`src/rtl/serial_add_ctrl.sv`:
```
// serial_add_ctrl: bit-serial adder controller.
// Runs one full-adder slice over a WIDTH-bit operand pair, one bit per clock, LSB first.
// The carry is held in a flop between cycles. The result is presented with a one-cycle
// done pulse and held until the end of the next accepted operation.
//
// Optional feature: define SERIAL_ADD_SUB_EN to add the i_sub port (subtract a - b).
//
// Ports:
//   clk     in   system clock, rising edge
//   rst_n   in   asynchronous active-low reset
//   i_start in   request, sampled only while idle
//   i_a     in   operand A, captured on an accepted start
//   i_b     in   operand B, captured on an accepted start
//   i_ci    in   carry-in, captured on an accepted start
//   i_sub   in   (SERIAL_ADD_SUB_EN only) 1 = compute a - b
//   o_busy  out  high while a sum is in progress
//   o_done  out  one-cycle pulse when o_s/o_co/o_ovf are valid
//   o_s     out  sum, held after done
//   o_co    out  final carry-out, held after done
//   o_ovf   out  signed overflow, held after done
module serial_add_ctrl #(
  parameter int unsigned WIDTH = 8
) (
  input  logic             clk,
  input  logic             rst_n,
  input  logic             i_start,
  input  logic [WIDTH-1:0] i_a,
  input  logic [WIDTH-1:0] i_b,
  input  logic             i_ci,
`ifdef SERIAL_ADD_SUB_EN
  input  logic             i_sub,
`endif
  output logic             o_busy,
  output logic             o_done,
  output logic [WIDTH-1:0] o_s,
  output logic             o_co,
  output logic             o_ovf
);

  localparam int unsigned CntW = (WIDTH > 1) ? $clog2(WIDTH) : 1;
  localparam logic [CntW-1:0] CntLast = CntW'(WIDTH - 1);

  typedef enum logic {StIdle, StRun} state_t;

  state_t           r_state;
  logic [WIDTH-1:0] r_a;
  logic [WIDTH-1:0] r_b;
  logic [WIDTH-1:0] r_s_sh;   // sum shift register, filled from the MSB end
  logic             r_carry;
  logic [CntW-1:0]  r_cnt;
  logic [WIDTH-1:0] r_s;
  logic             r_co;
  logic             r_ovf;
  logic             r_busy;
  logic             r_done;

  logic             w_sum;
  logic             w_co;
  logic [WIDTH-1:0] w_b_load;
  logic             w_c_load;
  logic [WIDTH-1:0] w_s_next;

  // Single full-adder slice
  assign w_sum = r_a[0] ^ r_b[0] ^ r_carry;
  assign w_co  = (r_a[0] & r_b[0]) | (r_a[0] & r_carry) | (r_b[0] & r_carry);

  assign w_s_next = {w_sum, r_s_sh[WIDTH-1:1]};

`ifdef SERIAL_ADD_SUB_EN
  // Subtract as a + ~b + 1
  assign w_b_load = i_sub ? ~i_b : i_b;
  assign w_c_load = i_sub ? 1'b1 : i_ci;
`else
  assign w_b_load = i_b;
  assign w_c_load = i_ci;
`endif

  always_ff @(posedge clk or negedge rst_n) begin
    if (!rst_n) begin
      r_state <= StIdle;
      r_a     <= '0;
      r_b     <= '0;
      r_s_sh  <= '0;
      r_carry <= 1'b0;
      r_cnt   <= '0;
      r_s     <= '0;
      r_co    <= 1'b0;
      r_ovf   <= 1'b0;
      r_busy  <= 1'b0;
      r_done  <= 1'b0;
    end else begin
      unique case (r_state)
        StIdle: begin
          r_done <= 1'b0;
          if (i_start) begin
            r_a     <= i_a;
            r_b     <= w_b_load;
            r_carry <= w_c_load;
            r_cnt   <= '0;
            r_busy  <= 1'b1;
            r_state <= StRun;
          end
        end
        StRun: begin
          r_a     <= r_a >> 1;
          r_b     <= r_b >> 1;
          r_s_sh  <= w_s_next;
          r_carry <= w_co;
          if (r_cnt == CntLast) begin
            // r_carry is the carry into the MSB at this point
            r_s     <= w_s_next;
            r_co    <= w_co;
            r_ovf   <= r_carry ^ w_co;
            r_done  <= 1'b1;
            r_busy  <= 1'b0;
            r_cnt   <= '0;
            r_state <= StIdle;
          end else begin
            r_cnt <= r_cnt + 1'b1;
          end
        end
        default: r_state <= StIdle;
      endcase
    end
  end

  assign o_busy = r_busy;
  assign o_done = r_done;
  assign o_s    = r_s;
  assign o_co   = r_co;
  assign o_ovf  = r_ovf;

endmodule

```
`config.mk`:
```
export PLATFORM = sky130hd
export DESIGN_NAME = serial_add_ctrl
export DESIGN_NICKNAME = d
export VERILOG_FILES = /design/src/rtl/serial_add_ctrl.sv
export SDC_FILE = /design/constraint.sdc
export NUM_CORES = 1
export LEC_CHECK = 0
export CELL_PAD_IN_SITES_DETAIL_PLACEMENT = 1
export CELL_PAD_IN_SITES_GLOBAL_PLACEMENT = 1
export CORE_ASPECT_RATIO = 0.5
export CORE_MARGIN = 2
export CORE_UTILIZATION = 45
export DETAILED_ROUTE_END_ITERATION = 10
export GPL_ROUTABILITY_DRIVEN = 0
export PLACE_DENSITY = 0.91
export SLEW_MARGIN = 20
export SYNTH_ARGS = -nofsm -noshare
export SYNTH_HDL_FRONTEND = slang
export SYNTH_SLANG_ARGS = --single-unit
```
`constraint.sdc`:
```
create_clock -name clk -period 3.9 [get_ports clk]
set_input_delay 0.975 -clock clk [delete_from_list [all_inputs] [get_ports clk]]
set_output_delay 0.975 -clock clk [all_outputs]
set_load 0.02 [all_outputs]
```
==> reports/summary.json <==
{
  "run_status": "completed",
  "design.die.area_mm2": 0.004423,
  "pin_count": 32,
  "critical_path.max_fanout": 3,
  "ws_path_type": "reg2out",
  "post-route-min-period_ns": 2.280,
  "synthToLayoutAreaGrowth_pct": 24.44,
  "routed_wirelength_mm": 3.337,
  "worst_r2r_path_depth": 3,
  "critical_path.reg2reg.endpoint": "o_co",
  "globalRoute.totalOverflow": 0,
  "vias_per_cell": 5.060,
  "cts_resized": 0,
  "cts-hold-fix-buffers": 0,
  "fin_skew_ns": 0.004416,
  "tritoncts_num_sinks": 40,
  "hold_class": "reg2reg",
  "clockBufferDepth": 2,
  "grt_pass1_wl_mm": 5.568,
  "wl_per_cell_um": 15.52,
  "clock_latency_at_the_later_pin_of_the_worst_skew_pair_ns": 0.29,
  "netlist-cell-type-count": 19,
  "layout-drive-gt1-share_pct": 17.07,
  "hold_path_depth": 2,
  "drt_first_pass_iters": 3,
  "syn-num-nets": 154,
  "crit_buf_inv": 1,
  "timing.final.ws_setup_ns": 1.620,
  "clock-root-buffer": "clkbuf_8",
  "slowest_delay_ns": 0.64,
  "stdcell_area_mm2": 0.002172,
  "power.leakage_nw": 1.043,
  "synth-compound-area-share_pct": 6.595,
  "synth_seq_cells": 40,
  "xor_xnor_cell_area_share_of_the_yosys_netlist_pct": 0.5018,
  "hold_viol": 0,
  "h-tree-depth": 2,
  "drt_iter0_drc": 24,
  "min_to": "r_b[2]",
  "synth_mux_area_share_pct": 23.44,
  "pins_over_slew_limit": 0,
  "timing.critical_path.arrival_ns": 1.30,
  "instances_no_fill": 215,
  "drt_drc_violations_left": 0,
  "syn_inst": 130,
  "slew-limit-headroom_pct": 42.15,
  "crit_path_capture_type": "output pin",
  "reg2reg_slack_ns": 2.35,
  "fmaxAchievable_mhz": 438.6,
  "coreArea_mm2": 0.003566,
  "dp.cells": 207,
  "via_count": 1088,
  "rsz_0062_raised_after_global_routing": "false",
  "synth_seq_area_share_pct": 57.35,
  "warnings_synthesis": 0,
  "initial_core_utilization_pct": 48.95,
  "cts.clk_slew.worst_paths_ns": 0.07,
  "post_synth_and_or_nand_nor_area_fraction_pct": 5.448,
  "pre_cts_slack_ns": 1.622,
  "final_cell_mix": "dfrtp_1, clkdlybuf4s50_1, mux2i_1",
  "die_w_um": 92.08,
  "final.period_utilization_pct": 58.46,
  "via_count_of_the_first_global_routing_pass": 1132,
  "timing.hold.worst.start": "r_b[3]",
  "synth_top_family_by_area": "multiplexers",
  "tritoncts.num_buffers": 5,
  "post_dp_cell_area_mm2": 0.002078,
  "cpLargestDelayFamily": "buffers and inverters",
  "irDropWorstVdd_mv": 0.2393,
  "nets": 187,
  "grt_start_max_net_pins": 41,
  "p_total_mw": 1.649,
  "setup_viol_count_final": 0,
  "path_cells": "clkdlybuf4s50_1",
  "final_common_cell": "dfrtp_1",
  "floorplan_row_count": 15,
  "drv_cap": 0,
  "critical_path.reg2reg.startpoint": "r_state",
  "setup-tns-final_ns": 0,
  "worst_pin_slew_ns": 0.8677,
  "slowest_library_cell_on_the_worst_path": "clkdlybuf4s50_1",
  "post_synthesis_adder_cell_area_fraction_pct": 3.297,
  "postCtsSetupBuffers": 0,
  "critical_path.startpoint_type": "register",
  "count_of_filler_cells_inserted_in_the_layout": 367,
  "post_synth_instance_area_mm2": 0.001745,
  "dp_hpwl_mm": 2.484,
  "antenna_cells": 0,
  "syn_area_per_cell_um2": 13.43,
  "power_per_cell_area_mw_per_mm2": 759.3,
  "number_of_antenna_violations_at_the_first_check_in_global_routing": 0,
  "grt_util_all_layers_pct": 17.69,
  "place.port_buffers": 31,
  "tritoncts": "done",
  "fp.dieH_um": 48.04,
  "ant_nets": 0,
  "timing.critical_path.required_ns": 2.92
}
flip-flops by register name, indices dropped and copies added (netlist names):
register	count
o_s	8
o_co	1
r_state	1
r_a	8
r_carry	1
o_done	1
o_busy	1
o_ovf	1
r_cnt	3
r_b	8
r_s_sh	7
cells in the mapped netlist:
cell type	count	area, µm²
mux2_4	10	150.1
inv_1	2	7.510
nor2_1	5	18.77
o21a_1	1	7.510
o21ai_0	15	75.07
buf_4	2	15.01
mux2_2	7	78.83
nand2_8	1	20.02
clkbuf_1	1	3.750
buf_6	2	22.52
xor2_1	1	8.760
fa_1	1	20.02
mux2i_1	18	180.2
ha_1	3	37.54
dfrtp_1	40	1001
o22ai_1	1	6.260
a22o_1	3	26.28
nand2_1	15	56.30
buf_2	2	10.01
how the worst max path moves through the flow:
| stage | startpoint | end | slack [ns] | cells past startpoint |
|---|---|---|---|---|
| global route | o_busy | o_busy | 1.57 | 1 |
| detailed placement | i_start | r_b[0] | 1.62 | 4 |
| finish | o_busy | o_busy | 1.62 | 1 |
| global placement | i_start | r_cnt[0] | 1.70 | 4 |
| CTS | o_busy | o_busy | 1.61 | 1 |
| floorplan | i_start | r_cnt[0] | 2.35 | 3 |
power breakdown:
part	internal, mW	switching (mW)
registers	0.590	0.127
clock network	0.144	0.140
logic	0.352	0.295
layout make-up:
type | instances | area (µm²) | share of cell area [%]
sequential | 40 | 1001 | 46.08
clock buffer | 7 | 86.33 | 3.975
tap | 51 | 63.81 | 2.938
inverter | 2 | 7.507 | 0.3456
timing repair buffer | 33 | 320.3 | 14.75
clock inverter | 1 | 7.507 | 0.3456
multi-input combinational | 81 | 685.7 | 31.57
cells by family (layout without fill, tap and decap cells):
family | Yosys count | count (layout)
AO/OA/AOI/OAI | 20 | 20
XOR/XNOR | 1 | 1
adder cells (fa/ha/maj) | 4 | 4
buffers and inverters | 9 | 43
flip-flops | 40 | 40
multiplexers | 35 | 35
AND/OR/NAND/NOR | 21 | 21
stage by stage:
stage	utilization [%]	hold WS, ns
6_report	60.91	0.4925
5_1_grt	60.91	0.5303
4_1_cts	60.91	0.4974
3_5_place_dp	58.28	0.4802
3_3_place_gp	58.28	0.4630
2_1_floorplan	-	0.4523
layer usage:
metal / routed length [µm] / share of wire [%] / GRT usage (%)
met1: 1415 / 42 / 19.15
met2: 1735 / 52 / 33.68
met3: 130 / 3.9 / 5.512
met4: 55 / 1.6 / 8.955
met5: 0 / 0 / 0
Note: power is estimated with default switching activity, not from simulation.
